===== src/rtl/alu_bitserial_seq.sv =====
// Bit-serial ALU sequencer: drives the per-bit operand mux and ripples a sum LSB-first over WIDTH cycles.
// Optional: define ALU_SEQ_OVERFLOW_FLAG_EN to add the signed-overflow output.
module alu_bitserial_seq #(
  parameter int                   WIDTH       = 8,
  parameter int                   NUM_OPTIONS = 6,
  parameter int                   SIZE_SEL    = 2,
  parameter logic [NUM_OPTIONS:0] CIN_MASK    = 7'b0100101
) (
  input  logic                clk,
  input  logic                rst,
  input  logic                op_valid,
  output logic                op_ready,
  input  logic [SIZE_SEL:0]   opcode,
  input  logic [WIDTH-1:0]    a_in,
  input  logic [WIDTH-1:0]    b_in,
  output logic [SIZE_SEL:0]   opsel,
  output logic                b_bit,
  input  logic                m_out_bit,
  output logic                res_valid,
  input  logic                res_ready,
  output logic [WIDTH-1:0]    result,
  output logic                carry_out,
  output logic                err
`ifdef ALU_SEQ_OVERFLOW_FLAG_EN
  ,
  output logic                overflow
`endif
);

  localparam int SEL_W = SIZE_SEL + 1;
  localparam int CNT_W = $clog2(WIDTH);
  localparam logic [SIZE_SEL:0] MAX_OP  = SEL_W'(NUM_OPTIONS);
  localparam logic [CNT_W-1:0]  LAST_CT = CNT_W'(WIDTH - 1);

  typedef enum logic [1:0] {IDLE, SHIFT, DONE} state_t;

  state_t             state, state_nxt;
  logic [WIDTH-1:0]   a_sh, b_sh;
  logic [CNT_W-1:0]   count;
  logic               carry;
  logic               op_bad;
  logic               last;
  logic               s_bit, c_nxt;

  function automatic logic sum3(input logic x, input logic y, input logic z);
    return x ^ y ^ z;
  endfunction

  function automatic logic maj3(input logic x, input logic y, input logic z);
    return (x & y) | (x & z) | (y & z);
  endfunction

  assign op_bad    = (opcode > MAX_OP);
  assign last      = (count == LAST_CT);
  assign op_ready  = (state == IDLE);
  assign res_valid = (state == DONE);
  // b_bit feeds the external mux combinationally; its output returns as m_out_bit in the same cycle
  assign b_bit     = (state == SHIFT) ? b_sh[0] : 1'b0;
  assign s_bit     = sum3(a_sh[0], m_out_bit, carry);
  assign c_nxt     = maj3(a_sh[0], m_out_bit, carry);

  always_ff @(posedge clk or posedge rst) begin
    if (rst) state <= IDLE;
    else     state <= state_nxt;
  end

  always_comb begin
    state_nxt = state;
    case (state)
      IDLE:    if (op_valid) state_nxt = op_bad ? DONE : SHIFT;
      SHIFT:   if (last) state_nxt = DONE;
      DONE:    if (res_ready) state_nxt = IDLE;
      default: state_nxt = IDLE;
    endcase
  end

  always_ff @(posedge clk or posedge rst) begin
    if (rst) begin
      a_sh      <= '0;
      b_sh      <= '0;
      count     <= '0;
      carry     <= 1'b0;
      opsel     <= '0;
      result    <= '0;
      carry_out <= 1'b0;
      err       <= 1'b0;
`ifdef ALU_SEQ_OVERFLOW_FLAG_EN
      overflow  <= 1'b0;
`endif
    end else begin
      case (state)
        IDLE: begin
          if (op_valid) begin
            result    <= '0;
            carry_out <= 1'b0;
            count     <= '0;
            err       <= op_bad;
`ifdef ALU_SEQ_OVERFLOW_FLAG_EN
            overflow  <= 1'b0;
`endif
            // A bad opcode leaves the shift path untouched and parks the mux on input 0
            if (op_bad) begin
              opsel <= '0;
            end else begin
              a_sh  <= a_in;
              b_sh  <= b_in;
              opsel <= opcode;
              carry <= CIN_MASK[opcode];
            end
          end
        end
        SHIFT: begin
          carry  <= c_nxt;
          result <= {s_bit, result[WIDTH-1:1]};
          a_sh   <= a_sh >> 1;
          b_sh   <= b_sh >> 1;
          count  <= count + 1'b1;
          if (last) begin
            carry_out <= c_nxt;
`ifdef ALU_SEQ_OVERFLOW_FLAG_EN
            overflow  <= carry ^ c_nxt;
`endif
          end
        end
        default: ;
      endcase
    end
  end

endmodule

===== config.mk =====
export PLATFORM = sky130hd
export DESIGN_NAME = alu_bitserial_seq
export DESIGN_NICKNAME = d
export VERILOG_FILES = /design/src/rtl/alu_bitserial_seq.sv
export SDC_FILE = /design/constraint.sdc
export NUM_CORES = 1
export LEC_CHECK = 0
export BUFFER_PORTS_ARGS = -buffer_cell sky130_fd_sc_hd__buf_2
export CAP_MARGIN = 25
export CORE_MARGIN = 3
export CORE_UTILIZATION = 53
export DETAILED_ROUTE_END_ITERATION = 12
export PLACE_DENSITY_LB_ADDON = 0.1
export SYNTH_ARGS = -nofsm -noshare
export SYNTH_HDL_FRONTEND = slang
export SYNTH_SLANG_ARGS = --single-unit

===== constraint.sdc =====
create_clock -name clk -period 1.5 [get_ports clk]
set_clock_uncertainty 0.05 [all_clocks]
set_input_delay 0.15 -clock clk [delete_from_list [all_inputs] [get_ports clk]]
set_output_delay 0.15 -clock clk [all_outputs]
set_load 0.02 [all_outputs]

### Yosys cells after proc, flatten, opt, wreduce, memory -nomap -nowiden

Memory sizes are Yosys's and may differ from the RTL's.
Index checks and enable logic that the tools add are counted.

* flip-flop bits (word level): 35
* latch bits: 0
* bits in writable memories: 0
* bits in read-only memories: 8
* input port bits: 24
* logic and storage cells: 58
* memories kept: 1

Memory list
* (name not given): words 8, width 1, read ports 1, clocked after Yosys merged registers in 0, write ports 0, line 108 `carry <= CIN_MASK[opcode];`

* add/sub/neg operators: 1
* multiply operators: 0
* div/mod/pow operators: 0
* magnitude comparators: 2
* equal/unequal tests: 7
* shift-type cells: 0
* muxes and demuxes: 24
* bitwise logic cells: 7
* reduce and logical (&&, ||, !) cells: 7

Operator list (count)
* 8-bit case mux with 2 select lines: 3
* 8-bit two-way mux: 5
* 3-bit AND reduction: 3
* 2-bit two-way mux: 4
* 1-bit two-way mux: 6
* 3-bit two-way mux: 2
* 2-bit inequality test (second input constant): 3
* 2-bit case mux with 3 select lines: 1
* 3-bit case mux with 2 select lines: 1
* 3-bit by 4-bit < comparator with 1-bit output (second input constant): 1
* 1-bit case mux with 2 select lines: 2
* 2-bit AND reduction: 2
* 3-bit by 1-bit adder with 3-bit output (second input constant): 1
* 1-bit AND: 3
* 3-bit == test (second input constant): 1
* 3-bit greater-than comparator (second input constant): 1
* 2-bit by 1-bit == test with 1-bit output (second input constant): 1
* 2-bit == test (second input constant): 1
* 2-bit logical NOT: 1
* 2-bit by 1-bit inequality test with 1-bit output (second input constant): 1
* 1-bit bitwise OR: 2
* 2-bit nonzero test: 1
* 1-bit XOR: 2

### Depth between registers and ports, before layout

Gate-level depths: netlist of the first run.

* depth in word-level cells: 5
* depth in mapped cells: 6

### Least setup slack after synthesis of the first run

OpenSTA, ideal clock, no wires.

* path type: register to register
* start point: register state[0]
* end point: register opsel[0]
* library setup time: 0.121 ns
* arrival: 1.244 ns
* data required time: 1.329 ns
* slack: 0.085 ns
* stages on the path, launching flop included: 5
* buffers on the path: 1
* cell sequence: dfrtp_1 > buf_6 > nor2_1 > nand2_1 > a22o_1

* longest elaborated chain between the ends: 2

Ends and longest elaborated chain
* from (decl): line 37 `state_t state, state_nxt;`
* from (signal assigned): line 64 `else state <= state_nxt;`
* 2-bit logical NOT
* net op_ready: line 12 `output logic op_ready,`
* 2-bit AND reduction (no line)
* to (signal assigned): line 107 `opsel <= opcode;`
* to (decl): line 16 `output logic [SIZE_SEL:0] opsel,`

The timed path passes the listed nets, and every way through them passes these cells.
A chain may end at the register's enable or synchronous reset.

### Worst setup path after layout of the first run

* start point: register state[1]
* end point: register err

* longest elaborated chain between the ends: 2

Ends and longest elaborated chain
* 2-bit logical NOT: line 91 `case (state)`
* 2-bit AND reduction (no line)
* to (signal assigned): line 97 `err <= op_bad;`
* to (decl): line 23 `output logic err`

No other way between the ends.

==> results of run 1 <==
[critical path: cells and delay by family, from the launching register on]
kind            cells  cell delay (ns)
flops               1             0.44
compound gates      2             0.34
buf+inv             2             0.33
simple gates        1             0.17
[worst max path at each step]
stage                         from         to  slack [ns]  cells past startpoint
after floorplan           state[0]   opsel[0]        0.09                      4
after global placement    state[0]  carry_out        0.07                      2
after detailed placement  state[0]  result[0]        0.03                      2
after CTS                 state[0]      b_bit       0.003                      3
after global routing      state[1]        err       -0.08                      5
final                     state[1]        err        0.03                      5
[final cells by class]
cell class | instances | area share (%)
flip-flops and latches | 35 | 42.4
multi-input cells | 108 | 32.0
repair buffers | 57 | 17.8
well taps | 42 | 2.54
clock buffers | 6 | 2.48
clock inverters | 2 | 1.69
inverters | 6 | 1.09
[registers in the layout, summed over array words and instances, names as in the netlist]
name,count
carry,1
opsel,3
result,8
carry_out,1
count,3
state,2
err,1
b_sh,8
a_sh,8
[kinds of logic after synthesis]
logic type	synth area share, %
adders and majority gates	2.66
buffers and inverters	9.67
AOI/OAI and AO/OA	25.8
DFF	51.7
and+or+nand+nor	9.74
xor gates and xnor gates	0.517
[per-stage QoR]
step	hold WS [ns]	setup TNS, ns	cell area (um^2)
2_1_floorplan	0.233	0	1700
3_3_place_gp	0.214	0	1910
3_5_place_dp	0.222	0	1910
4_1_cts	0.0233	0	2040
5_1_grt	0.0438	-0.0924	2070
6_report	0.0321	0	2070
[per-layer routing]
metal | GRT usage (%) | vias up
met5 | 0 | -
met4 | 10.2 | 0
met3 | 6.47 | 6
met2 | 34.5 | 35
met1 | 24.7 | 692
li1 | - | 687
[timing repair]
item                                   CTS  global route
setup buffers                            1             3
endpoints found under the hold margin   37             0
pin swaps                                0             0
hold buffers                             3             0
setup endpoints to repair                4            14
gates resized for setup                  2             4
[power groups by stage]
stage | Clock, mW | Sequential [mW] | Combinational (mW)
6_report | 0.708 | 1.60 | 1.99
3_3_place_gp | 0 | 1.61 | 1.77
5_1_grt | 0.776 | 1.67 | 2.19
2_1_floorplan | 0 | 1.71 | 1.33
3_5_place_dp | 0 | 1.63 | 1.82
4_1_cts | 0.727 | 1.60 | 1.87
[cells in the final DEF (no fill, tap or decap), types with 2 or more instances in the layout]
cell type and instances:
a21oi_1 17, inv_1 6, nand2_1 5, clkbuf_4 5
dfrtp_1 33, dlygate4sd3_1 3, nor2_1 14, dfrtp_2 2
o21ai_1 11, a22o_1 12, o22ai_1 3, buf_2 37
nand2b_1 3, ha_1 2, nand3_1 2, buf_4 15
a31oi_1 14, o21ai_0 12, buf_12 2
==> metrics.cfg, run 1 <==
[run_status]
result_of_the_run=complete, no violations

[placement]
number_of_cells_in_the_design_after_placement=241
place_hpwl_um=2540
placement_stage_worst_setup_slack_ns=0.0336
numPortBuffers=39
globalplace.congestion=0.761

[pwr]
leakage_nw=1.01
share_seq_of_total_power_pct=37.3
netSwitchingFraction_pct=38.5
netSwitchingPower_mw=1.65
combinationalPowerShare_pct=46.2
cellPowerDensity_mw_per_mm2=2080
power_mw=4.30
internal-power_mw=2.65
part_of_the_power_in_the_clock_network_pct=16.5
vdd_ir_drop_max_uv=1090

[detailed_routing]
met2RoutedLength_um=1940
pre_antenna_drt_iters=4
post_drt_via_cell_ratio=5.55
detail_route.wirelength_um=3840
wl_met3_um=187
drt-initial-drc-count=134
via_count=1420
wl_per_cell_um=15.0
routedLengthMet1_um=1660
route.detailed.drc=0
drt.antenna.violating_nets=0
top_layer_used=met4

[hold_path]
holdCritPathClass=input pin to flop
hold-path-endpoint=opsel[1]
hold_wc_startpoint=opcode[1]
count_of_cells_along_the_worst_hold_path=3

[worst_setup_path]
reg2reg_setup_slack_ns=0.03
r2r_end=err
worst_ep_arrival_ns=1.62
critPathRequiredTime_ns=1.66
critical_path.slowest_cell=dfrtp_2
critPathMaxFanout=20
worst_r2r_startpoint=state[1]
number_of_cells_on_the_worst_reg_to_reg_path=5
path_cells=buf_4, nand2b_1, buf_12, o21ai_0, o21ai_0
timing_worst_setup_path_type=flop to flop
max_stage_delay_ns=0.44
setup.worst_path.end_class=flop
critical_path.most_common_cell=o21ai_0
timing.critical_path.from_type=flop

[flow_run]
maxCapViolCount=0

[floorplanning]
die_width_um=62.6
std_cell_rows=19
floorplan.die.height_um=62.6
floorplan.initialDensity_pct=58.5
die_area_mm2=0.00391
core_region_area_mm2=0.00290
pin_count=40

[logic_synthesis]
ys_seq_area_share_pct=51.7
postSynthNetCount=190
synth_commonest_cells=dfrtp_1 (35), a21oi_1 (17), nor2_1 (15)
synth_top_area_share_pct=51.7
ys.warnings.count=0
synth_most_common_cell=dfrtp_1
synth_seq_cells=35
ys_top_cells_by_area=dfrtp_1 (52%), a22o_1 (6.2%), buf_6 (6.0%)
syn-cell-area_mm2=0.00170
synth_top_cell_by_area=dfrtp_1
synth_cell_types=29
synth-edff-count=0
syn_area_per_cell_um2=10.4
synthCells=163
synthFlopType=dfrtp_1
async_flop_share_pct=100

[timing]
minimum_period_implied_by_the_final_worst_setup_slack_ns=1.47
max_freq_ghz=0.681
worst_slack_setup_final_ns=0.0323
slew_viol_final=0
worst_slew_pin_slew_ns=0.478
report.final.setup_viol=0
period_share_pct=97.8
worst_slew_margin_rel_pct=68.1
timing.final.hold_violations=0

[global_route]
grt_first_pass_wirelength_um=6460
grt_max_degree=36
number_of_global_route_vias_before_repair=1418
gr-total-overflow=0
globalRouteTotalUtil_pct=20.9
grt_antenna_before_repair=0

[cts]
cts_buffer_depth=2
clock_network_latency_to_the_later_pin_of_the_worst_skew_pair_ns=0.33
clkSinkCount=35
buffer_cell_driving_the_clock_tree_root=clkbuf_4
cts_inserted_buffers=5
htree_num_levels=2
cts.clk_slew.worst_paths_ns=0.10
cts_tree=yes

[finish]
antenna_cells=0
drive_above_1_share_pct=33.2
post_layout_util_pct=71.4
layoutNonFillerInstCount=256
sequential_cell_area_um2=878
num-fill-cells=238
area.growth.synth_to_final_pct=22.1
multi_input_area_um2=662
nets=240

Power figures use the tool's default switching activity.
==> inputs of run 2 (changes only) <==
--- a/config.mk
+++ b/config.mk
@@ -10,7 +10,7 @@
 export CORE_MARGIN = 3
 export CORE_UTILIZATION = 53
 export DETAILED_ROUTE_END_ITERATION = 12
-export PLACE_DENSITY_LB_ADDON = 0.1
+export PLACE_DENSITY = 0.9
 export SYNTH_ARGS = -nofsm -noshare
 export SYNTH_HDL_FRONTEND = slang
 export SYNTH_SLANG_ARGS = --single-unit
==> run 2 against run 1 <==
Cell count shrank 2.0%. Die area is the same. Design area shrank 2.4%. Sequential power is essentially flat. Register-to-register slack gained 0.06 ns. Global-route usage shrank 2.0 points. Flip-flop and latch count is the same. Critical endpoint is now op_ready.
==> metrics.cfg, run 2 (same netlist as run 1, synthesis figures left out) <==
[pwr]
power_mw=4.19
share_seq_of_total_power_pct=38.7
internal-power_mw=2.56
cellPowerDensity_mw_per_mm2=2070
netSwitchingFraction_pct=39.0
netSwitchingPower_mw=1.63
leakage_nw=0.992
vdd_ir_drop_max_uv=1260
combinationalPowerShare_pct=44.2
part_of_the_power_in_the_clock_network_pct=17.0

[finish]
post_layout_util_pct=69.6
multi_input_area_um2=662
largestRegisters=a_sh (8), b_sh (8), result (8)
antenna_cells=0
sequential_cell_area_um2=878
num-fill-cells=238
nets=235
drive_above_1_share_pct=31.6
area.growth.synth_to_final_pct=19.1
final_common_cell=buf_2
most-common-layout-cells=buf_2 (38), dfrtp_1 (33), a21oi_1 (17)

[global_route]
globalRouteTotalUtil_pct=18.9
grt_first_pass_wirelength_um=6050
grt_use_met1_pct=26.1
number_of_global_route_vias_before_repair=1349
grt_antenna_before_repair=0
globalRoute.busiestLayer=met2
gr-total-overflow=0
grt_max_degree=36
global_route.usage.met3_pct=4.86
met2_usage_pct=29.3

[placement]
globalplace.congestion=0.775
numPortBuffers=39
place_hpwl_um=2440
placement_stage_worst_setup_slack_ns=0.0452

[worst_setup_path]
timing_worst_setup_path_type=flop to output pin
worst_ep_arrival_ns=1.25
critical_path.slowest_cell=dfrtp_2
timing.critical_path.from_type=flop
number_of_cells_on_the_worst_reg_to_reg_path=5
critical_path.most_common_cell=buf_4
critPathMaxFanout=6
path_cells=buf_4, nor2_2, buf_4
critPathRequiredTime_ns=1.30
setup.worst_path.end_class=output pin
max_stage_delay_ns=0.46

[timing]
rsz_0062_raised_after_global_routing=no
period_share_pct=96.9
slew_viol_final=0
report.final.setup_viol=0
worst_slew_pin_slew_ns=0.462
max_freq_ghz=0.688
minimum_period_implied_by_the_final_worst_setup_slack_ns=1.45
timing.hold.ws_ns=0.000217
worst_slew_margin_rel_pct=69.2
timing.final.hold_violations=0
worst_slack_setup_final_ns=0.0470
tns_ns=0

[cts]
buffer_cell_driving_the_clock_tree_root=clkbuf_4
clock_network_latency_to_the_later_pin_of_the_worst_skew_pair_ns=0.34
cts_tree=yes
htree_num_levels=2
clkSinkCount=35
cts_buffer_depth=2
cts.clk_slew.worst_paths_ns=0.11
cts_inserted_buffers=5

[floorplanning]
pin_count=40
core_region_area_mm2=0.00290
std_cell_rows=19
die_width_um=62.6
floorplan.initialDensity_pct=58.5
floorplan.die.height_um=62.6
die_area_mm2=0.00391

[detailed_routing]
route.detailed.drc=0
post_drt_via_cell_ratio=5.63
detail_route.wirelength_um=3610
via_count=1414
drt-initial-drc-count=148
wl_per_cell_um=14.4
drt.antenna.violating_nets=0
pre_antenna_drt_iters=4

[flow_run]
maxCapViolCount=0

[run_status]
result_of_the_run=complete, no violations

[hold_path]
holdCritPathClass=input pin to flop
count_of_cells_along_the_worst_hold_path=3

==> run 2: cell types whose count changed in the layout (fill, tap and decap cells not counted), sizes merged <==
cell          previous run  this run
dlygate4sd3              3         2
buf                     54        49
dlymetal6s2s             0         1
==> run 2: critical path: cells and delay by family, from the launching register on <==
family        cells  cell delay [ns]
buf+inv           2             0.32
simple gates      1             0.12
flops             1             0.46
==> run 2: area by class of cell <==
class                      instances  share of cell area, %
sequential                        35                   43.5
multi-input combinational        108                   32.8
timing repair buffer              52                   15.7
tap                               42                   2.60
clock buffer                       6                   2.54
clock inverter                     2                   1.73
inverter                           6                   1.12
==> run 2: timing repair <==
item / 4_1_cts / 5_1_grt
endpoints found under the hold margin: 36 / 0
setup endpoints to repair: 2 / 14
resized for setup: 2 / 3
hold buffers: 2 / 0
buffers inserted: 1 / 2
==> run 2: final timing paths <==
kind / endpoint / startpoint / slack (ns)
worst max-delay path: op_ready / state[0] / 0.05
worst min-delay path: a_sh[7] / a_in[7] / 0.0002
worst max register to register: b_sh[5] / state[1] / 0.09
worst min register to register: result[0] / result[0] / 0.46
max in group asynchronous: state[0] / rst / 0.70
min in group asynchronous: count[1] / rst / 0.38
==> run 2: metal layers <==
metal  wire, um  share of wire (%)  up-vias
li1           -                  -      674
met1       1600                 44      684
met2       1770                 49       48
met3        190                5.3        8
met4         51                1.4        0
met5          0                  0        -
==> run 2: per-stage QoR <==
| step | instance area (um^2) | cells |
|---|---|---|
| 5_1_grt | 2020 | 251 |
| 3_3_place_gp | 1870 | 238 |
| 3_5_place_dp | 1870 | 238 |
| 4_1_cts | 1990 | 249 |
| 2_1_floorplan | 1700 | 163 |
| 6_report | 2020 | 251 |
==> run 2: power by group through the flow <==
stage                     clock [mW]  sequential, mW  combinational (mW)
final                          0.712            1.62                1.85
after global routing           0.771            1.68                2.07
after CTS                      0.718            1.62                1.80
after detailed placement           0            1.64                1.76
after global placement             0            1.61                1.67
after floorplan                    0            1.71                1.33
